## config.mk

```make
export PLATFORM = sky130hd
export DESIGN_NAME = mp_stream_converter_flat
export DESIGN_NICKNAME = d
export VERILOG_FILES = /design/src/rtl/mp_stream_converter_if.sv /design/src/rtl/mp_stream_converter.sv /design/src/flat_wrapper.sv
export SDC_FILE = /design/constraint.sdc
export NUM_CORES = 1
export LEC_CHECK = 0
export CAP_MARGIN = 20
export CELL_PAD_IN_SITES_DETAIL_PLACEMENT = 1
export CELL_PAD_IN_SITES_GLOBAL_PLACEMENT = 1
export CORE_ASPECT_RATIO = 1.5
export CORE_MARGIN = 2
export CORE_UTILIZATION = 35
export DETAILED_ROUTE_END_ITERATION = 8
export GPL_TIMING_DRIVEN = 0
export PLACE_DENSITY = 0.78
export RECOVER_POWER = 50
export SLEW_MARGIN = 20
export SYNTH_ARGS = -nofsm -noshare
export SYNTH_HDL_FRONTEND = slang
export SYNTH_SLANG_ARGS = --single-unit
```

## constraint.sdc

```tcl
create_clock -name clk -period 3.22 [get_ports clk]
set_clock_uncertainty 0.15 [all_clocks]
set_input_delay 0.644 -clock clk [delete_from_list [all_inputs] [get_ports clk]]
set_output_delay 0.644 -clock clk [all_outputs]
set_load 0.005 [all_outputs]
```

## src/rtl/mp_stream_converter_if.sv

```systemverilog
// Handshake bundle for mp_stream_converter: input beat stream, output beat stream
// and per-lane flags. The converter uses the slave modport; the producer/consumer side uses master.
interface mp_stream_converter_if #(
  parameter int LANES = 4
);
  logic                 in_valid;
  logic                 in_ready;
  logic                 in_mode;
  logic [8*LANES-1:0]   in_data;
  logic                 out_valid;
  logic                 out_ready;
  logic                 out_mode;
  logic [8*LANES-1:0]   out_data;
  logic [LANES-1:0]     out_ovf;
  logic [LANES-1:0]     out_unf;

  modport slave (
    input  in_valid, in_mode, in_data, out_ready,
    output in_ready, out_valid, out_mode, out_data, out_ovf, out_unf
  );

  modport master (
    output in_valid, in_mode, in_data, out_ready,
    input  in_ready, out_valid, out_mode, out_data, out_ovf, out_unf
  );
endinterface

```

## src/rtl/mp_stream_converter.sv

```systemverilog
// Two-stage FP4 (E2M1) <-> FP8 (E4M3) lane converter with valid/ready flow control.
// Define MP_CONV_STATS_EN to build the saturating overflow/underflow statistics counters.
module mp_stream_converter #(
  parameter int LANES = 4,
  parameter int CNT_W = 16
) (
  input  logic                 clk,
  input  logic                 rst,
  mp_stream_converter_if.slave bus,
  input  logic                 stat_clr,
  output logic [CNT_W-1:0]     ovf_count,
  output logic [CNT_W-1:0]     unf_count
);
  localparam int DW = 8*LANES;

  // FP4 value 0.5 (exp 00, mant 1) widens to an FP8 normal, not a subnormal.
  function automatic logic [7:0] up_conv(input logic [3:0] f);
    logic [7:0] r;
    r = {f[3], 7'b0000000};
    if (f[2:1] == 2'b00) begin
      if (f[0]) r = {f[3], 4'b0110, 3'b000};
    end else begin
      r = {f[3], {2'b00, f[2:1]} + 4'd6, f[0], 2'b00};
    end
    return r;
  endfunction

  // Result packing: {ovf, unf, fp4}. Exponent e-6 is computed as e+2 modulo 4.
  function automatic logic [5:0] down_conv(input logic [7:0] f);
    logic [3:0] e;
    logic [2:0] m;
    logic [1:0] ex;
    logic [3:0] sum;
    logic       rup;
    logic [5:0] r;
    e   = f[6:3];
    m   = f[2:0];
    ex  = e[1:0] + 2'd2;
    rup = m[1] & (m[0] | m[2]);
    sum = {1'b0, ex, m[2]} + {3'b000, rup};
    r   = {2'b00, f[7], 3'b000};
    if (e <= 4'd4) begin
      r[4] = |f[6:0];
    end else if (e == 4'd5) begin
      if (m == 3'b000) r[4] = 1'b1;
      else             r[2:0] = 3'b001;
    end else if (e <= 4'd9 && !sum[3]) begin
      r[2:0] = sum[2:0];
    end else begin
      r = {2'b10, f[7], 3'b111};
    end
    return r;
  endfunction

  logic [DW-1:0]    conv_data;
  logic [LANES-1:0] conv_ovf;
  logic [LANES-1:0] conv_unf;
  logic [5:0]       lane_dn;

  always_comb begin
    conv_data = '0;
    conv_ovf  = '0;
    conv_unf  = '0;
    lane_dn   = '0;
    for (int i = 0; i < LANES; i++) begin
      if (bus.in_mode) begin
        lane_dn            = down_conv(bus.in_data[8*i +: 8]);
        conv_data[4*i +: 4] = lane_dn[3:0];
        conv_ovf[i]        = lane_dn[5];
        conv_unf[i]        = lane_dn[4];
      end else begin
        conv_data[8*i +: 8] = up_conv(bus.in_data[4*i +: 4]);
      end
    end
  end

  logic             s1_valid_q, s1_valid_d, s1_mode_q, s1_mode_d;
  logic [DW-1:0]    s1_data_q, s1_data_d;
  logic [LANES-1:0] s1_ovf_q, s1_ovf_d, s1_unf_q, s1_unf_d;
  logic             s2_valid_q, s2_valid_d, s2_mode_q, s2_mode_d;
  logic [DW-1:0]    s2_data_q, s2_data_d;
  logic [LANES-1:0] s2_ovf_q, s2_ovf_d, s2_unf_q, s2_unf_d;
  logic             s1_load, s2_load;

  // A stage loads when empty or when its beat leaves this cycle; payload only moves with a valid beat.
  assign s2_load = !s2_valid_q || bus.out_ready;
  assign s1_load = !s1_valid_q || s2_load;

  always_comb begin
    s1_valid_d = s1_valid_q;
    s1_mode_d  = s1_mode_q;
    s1_data_d  = s1_data_q;
    s1_ovf_d   = s1_ovf_q;
    s1_unf_d   = s1_unf_q;
    s2_valid_d = s2_valid_q;
    s2_mode_d  = s2_mode_q;
    s2_data_d  = s2_data_q;
    s2_ovf_d   = s2_ovf_q;
    s2_unf_d   = s2_unf_q;
    if (s2_load) begin
      s2_valid_d = s1_valid_q;
      if (s1_valid_q) begin
        s2_mode_d = s1_mode_q;
        s2_data_d = s1_data_q;
        s2_ovf_d  = s1_ovf_q;
        s2_unf_d  = s1_unf_q;
      end
    end
    if (s1_load) begin
      s1_valid_d = bus.in_valid;
      if (bus.in_valid) begin
        s1_mode_d = bus.in_mode;
        s1_data_d = conv_data;
        s1_ovf_d  = conv_ovf;
        s1_unf_d  = conv_unf;
      end
    end
  end

  always_ff @(posedge clk or posedge rst) begin
    if (rst) begin
      s1_valid_q <= 1'b0;
      s1_mode_q  <= 1'b0;
      s1_data_q  <= '0;
      s1_ovf_q   <= '0;
      s1_unf_q   <= '0;
      s2_valid_q <= 1'b0;
      s2_mode_q  <= 1'b0;
      s2_data_q  <= '0;
      s2_ovf_q   <= '0;
      s2_unf_q   <= '0;
    end else begin
      s1_valid_q <= s1_valid_d;
      s1_mode_q  <= s1_mode_d;
      s1_data_q  <= s1_data_d;
      s1_ovf_q   <= s1_ovf_d;
      s1_unf_q   <= s1_unf_d;
      s2_valid_q <= s2_valid_d;
      s2_mode_q  <= s2_mode_d;
      s2_data_q  <= s2_data_d;
      s2_ovf_q   <= s2_ovf_d;
      s2_unf_q   <= s2_unf_d;
    end
  end

  assign bus.in_ready  = s1_load;
  assign bus.out_valid = s2_valid_q;
  assign bus.out_mode  = s2_mode_q;
  assign bus.out_data  = s2_data_q;
  assign bus.out_ovf   = s2_ovf_q;
  assign bus.out_unf   = s2_unf_q;

`ifdef MP_CONV_STATS_EN
  function automatic logic [CNT_W:0] popcount(input logic [LANES-1:0] v);
    logic [CNT_W:0] n;
    n = '0;
    for (int i = 0; i < LANES; i++) n = n + {{CNT_W{1'b0}}, v[i]};
    return n;
  endfunction

  function automatic logic [CNT_W-1:0] sat_add(input logic [CNT_W-1:0] a, input logic [CNT_W:0] b);
    logic [CNT_W+1:0] s;
    s = {2'b00, a} + {1'b0, b};
    return (s > {2'b00, {CNT_W{1'b1}}}) ? {CNT_W{1'b1}} : s[CNT_W-1:0];
  endfunction

  logic             out_hs;
  logic [CNT_W-1:0] ovf_cnt_q, ovf_cnt_d, unf_cnt_q, unf_cnt_d;

  assign out_hs = s2_valid_q && bus.out_ready;

  // A clear that coincides with a handshake restarts the count from that beat.
  always_comb begin
    ovf_cnt_d = ovf_cnt_q;
    unf_cnt_d = unf_cnt_q;
    if (stat_clr) begin
      ovf_cnt_d = out_hs ? sat_add({CNT_W{1'b0}}, popcount(s2_ovf_q)) : {CNT_W{1'b0}};
      unf_cnt_d = out_hs ? sat_add({CNT_W{1'b0}}, popcount(s2_unf_q)) : {CNT_W{1'b0}};
    end else if (out_hs) begin
      ovf_cnt_d = sat_add(ovf_cnt_q, popcount(s2_ovf_q));
      unf_cnt_d = sat_add(unf_cnt_q, popcount(s2_unf_q));
    end
  end

  always_ff @(posedge clk or posedge rst) begin
    if (rst) begin
      ovf_cnt_q <= '0;
      unf_cnt_q <= '0;
    end else begin
      ovf_cnt_q <= ovf_cnt_d;
      unf_cnt_q <= unf_cnt_d;
    end
  end

  assign ovf_count = ovf_cnt_q;
  assign unf_count = unf_cnt_q;
`else
  logic unused_stat_clr;
  assign unused_stat_clr = stat_clr;
  assign ovf_count = '0;
  assign unf_count = '0;
`endif
endmodule

```

## src/flat_wrapper.sv

```systemverilog
// flat-port wrapper written by rule: the top's interface ports become plain ports
module mp_stream_converter_flat 
#(
  parameter int LANES = 4,
  parameter int CNT_W = 16
)
  (clk, rst, stat_clr, ovf_count, unf_count, bus_in_valid, bus_in_mode, bus_in_data, bus_out_ready, bus_in_ready, bus_out_valid, bus_out_mode, bus_out_data, bus_out_ovf, bus_out_unf);
  mp_stream_converter_if #(.LANES(LANES)) bus_i ();
  input  logic clk;
  input  logic rst;
  input  logic stat_clr;
  output logic [CNT_W-1:0] ovf_count;
  output logic [CNT_W-1:0] unf_count;
  input wire logic [$bits(bus_i.in_valid)-1:0] bus_in_valid;
  input wire logic [$bits(bus_i.in_mode)-1:0] bus_in_mode;
  input wire logic [$bits(bus_i.in_data)-1:0] bus_in_data;
  input wire logic [$bits(bus_i.out_ready)-1:0] bus_out_ready;
  output wire logic [$bits(bus_i.in_ready)-1:0] bus_in_ready;
  output wire logic [$bits(bus_i.out_valid)-1:0] bus_out_valid;
  output wire logic [$bits(bus_i.out_mode)-1:0] bus_out_mode;
  output wire logic [$bits(bus_i.out_data)-1:0] bus_out_data;
  output wire logic [$bits(bus_i.out_ovf)-1:0] bus_out_ovf;
  output wire logic [$bits(bus_i.out_unf)-1:0] bus_out_unf;
  assign bus_i.in_valid = bus_in_valid;
  assign bus_i.in_mode = bus_in_mode;
  assign bus_i.in_data = bus_in_data;
  assign bus_i.out_ready = bus_out_ready;
  assign bus_in_ready = bus_i.in_ready;
  assign bus_out_valid = bus_i.out_valid;
  assign bus_out_mode = bus_i.out_mode;
  assign bus_out_data = bus_i.out_data;
  assign bus_out_ovf = bus_i.out_ovf;
  assign bus_out_unf = bus_i.out_unf;
  mp_stream_converter #(.LANES(LANES), .CNT_W(CNT_W)) u_core (.clk(clk), .rst(rst), .bus(bus_i), .stat_clr(stat_clr), .ovf_count(ovf_count), .unf_count(unf_count));
endmodule
```

==> results.tsv <==
metric	value	unit
sequential share of the synthesized area	49.8	%
hold path endpoint	u_core.s1_data_q[9]	
cell count after synthesis	347	
CP Launch Point	bus_out_ready	
clock latency on the worst-skew pair	0.34	ns
n_diodes	0	
drt via density	4.86	
I/O Buffers	71	
synth warn	0	
top cells by area, synth	dfrtp_1, mux2_2, buf_4, nand2_1, o21ai_0	
WP depth	3	
Worst Path Arrival	1.89	ns
WP buf/inv	2	
Rel. slew slack	-3.15	%
die area	11200	µm²
largest net degree at the start of global routing	41	
WHS Path Cells	2	
H-tree depth	3	
TNS Setup	0	ns
core area	10100	µm²
Setup CP Type	input port to primary output	
Hold Vio Cnt, Final	0	
Yosys top cell area share	49.8	%
fillers	1128	
area leader, netlist	dfrtp_1	
global-route wire length before repair	15600	µm
hold_sp	u_core.s1_data_q[9]	
number of CTS-inserted buffers	9	
Slew Limit Fails	33	
initial core utilization	35.9	%
Die X	87.0	µm
post-route clock period utilization	83.4	%
Multi-input gate area	1560	µm²
Clock Path Buffers	2	
Clk pin slew, worst setup/hold paths	0.06	ns
final wirelength	9390	µm
num rows	45	
detailed router's first-iteration violation count	81	
initial antenna violation count	0	
Reg2Reg Setup Slack	1.19	ns
worst hold path class	flip-flop to flip-flop	
CTS Sinks	72	
number of remaining DRC errors	0	
critical path endpoint category	primary output	
Crit path max-delay family	buffers and inverters	
leakage dissipation	0.00230	µW
num ports	113	
Max Fclk	0.372	GHz
EDFF count, synth	0	
Critical-path top delay cell	dlygate4sd3_1	
Avg Cell Area, Syn	10.4	µm²
r2r startpoint	u_core.bus.out_valid	
Area Overhead vs Synth	35.4	%
Worst VDD drop	271	µV
Tot GR Track Use	18.3	%
# hold bufs at CTS	0	
Routed WL per cell	16.0	µm
Power Density	545	nW/µm²
Nets	511	
Least-Margin Pin Slew	1.54	ns
ys flop type	dfrtp_1	
Crit Path Max Fanout	4	
Register Area	1800	µm²
maxcap violations	1	
crit path cell chain	dlygate4sd3_1 > nand3b_1 > clkdlybuf4s50_1	
number of setup buffers added after CTS	0	
violated checks	max-capacitance violations, max-slew violations	
Final GP Congestion	0.814	
Post-Syn Area	3620	µm²
CP max stage delay	0.55	ns
layout cell share with drive strength beyond 1	21.1	%
number of global-route vias before repair	3108	
asr flop ratio synth	100	%
fin crit period	2.69	ns
flop and latch count out of synthesis	72	
# setup viols final	0	
die height	128	µm
crit start category	input port	
CTS tree	built	
post-cts sizing count	0	
hpwl dp	7160	µm
cell chosen for the clock root	clkbuf_16	
Non-Filler Instances	586	
Design Power	2670	µW
R2R cell count	6	
TritonRoute pass-1 iters	5	
Remaining Overflow, GRT	0	
post-synth cell types	43	
Worst EP required	2.43	ns
status	finished with violations	
Antenna Nets Post-Route	0	
reg-to-reg endpoint	u_core.s1_unf_q[1]	
vias	2850	
RSZ-0062 raised after global routing	no	
Placed Cells	571	
## stage by stage
| stage | hold slack, ns | worst slack (ns) | area [µm²] | util (%) |
|---|---|---|---|---|
| floorplan | 0.285 | 0.601 | 3750 | - |
| global placement | 0.301 | -0.577 | 4600 | 45.7 |
| detailed placement | 0.310 | 0.584 | 4630 | 45.9 |
| CTS | 0.322 | 0.608 | 4900 | 48.6 |
| global route | 0.346 | 0.472 | 4900 | 48.6 |
| finish | 0.316 | 0.534 | 4900 | 48.6 |
## cells in the mapped netlist (4+ instances only)
cell / count
buf_4: 39
buf_2: 9
o21a_1: 4
nand2_1: 49
ha_1: 8
o21ai_0: 34
o41ai_1: 4
mux2i_1: 4
a21oi_1: 8
mux2_2: 35
o211ai_1: 6
nor2_1: 18
nand3_1: 5
dfrtp_1: 72
## worst max-delay path by stage
stage                         endpoint  slack (ns)
2_1_floorplan   u_core.bus.out_data[0]        0.60
5_1_grt                   bus_in_ready        0.47
3_5_place_dp       u_core.s1_data_q[6]        0.58
3_3_place_gp   u_core.bus.out_data[18]       -0.58
4_1_cts                   bus_in_ready        0.61
6_report                  bus_in_ready        0.53
## cells by family after synthesis
kind of cell	Yosys count	synth area share [%]
simple gates	92	11.2
compound gates	73	12.4
flops	72	49.8
buf+inv	58	10.7
mux	39	12.0
fa+ha+maj	8	2.77
xor+xnor	4	0.969
other cells	1	0.104
## where the power goes
group	internal [µW]	switching (µW)
sequential	1050	79.2
clock	556	366
combinational	365	248
total	1970	693
## sequential cells by signal, summed over array words and instances, names as in the netlist
name,count
u_core.s1_ovf_q,4
u_core.bus.out_mode,1
u_core.bus.out_data,26
u_core.bus.out_ovf,4
u_core.s1_unf_q,4
u_core.s1_data_q,26
u_core.s1_mode_q,1
u_core.bus.out_unf,4
u_core.s1_valid_q,1
u_core.bus.out_valid,1
## layout by cell type (no fill, tap or decap), types with 4 or more instances in the layout
cell type / instances
buf_2: 7
conb_1: 36
nand2_1: 49
clkbuf_16: 9
mux2_2: 35
clkbuf_1: 6
mux2i_1: 4
buf_4: 39
clkdlybuf4s50_1: 64
o41ai_1: 4
o21ai_0: 34
o211ai_1: 6
a21oi_1: 8
dfrtp_1: 72
nand3_1: 5
o21a_1: 4
ha_1: 8
nor2_1: 18
dlygate4sd3_1: 7
## tightest hold or removal path, cell delays in order (launching register included)
cell and delay (ns):
dfrtp_1 0.34, nand2_1 0.05, nand2_1 0.05
## routing by layer
metal	routed length, µm	part of all wire, %	global-route usage [%]
met5	0	0	0
met4	161	1.7	6.07
met3	514	5.5	5.32
met2	5140	55	32.5
met1	3580	38	20.8
## layout make-up
class,count,share of cell area (%)
Timing Repair Buffer,72,14.9
Sequential cell,72,36.8
Clock inverter,3,0.358
Inverter,4,0.332
Clock buffer,12,5.24
Tap cell,117,2.99
Multi-Input combinational cell,252,31.8
Buffer,54,7.54
Note: power is estimated with default switching activity, not from simulation.
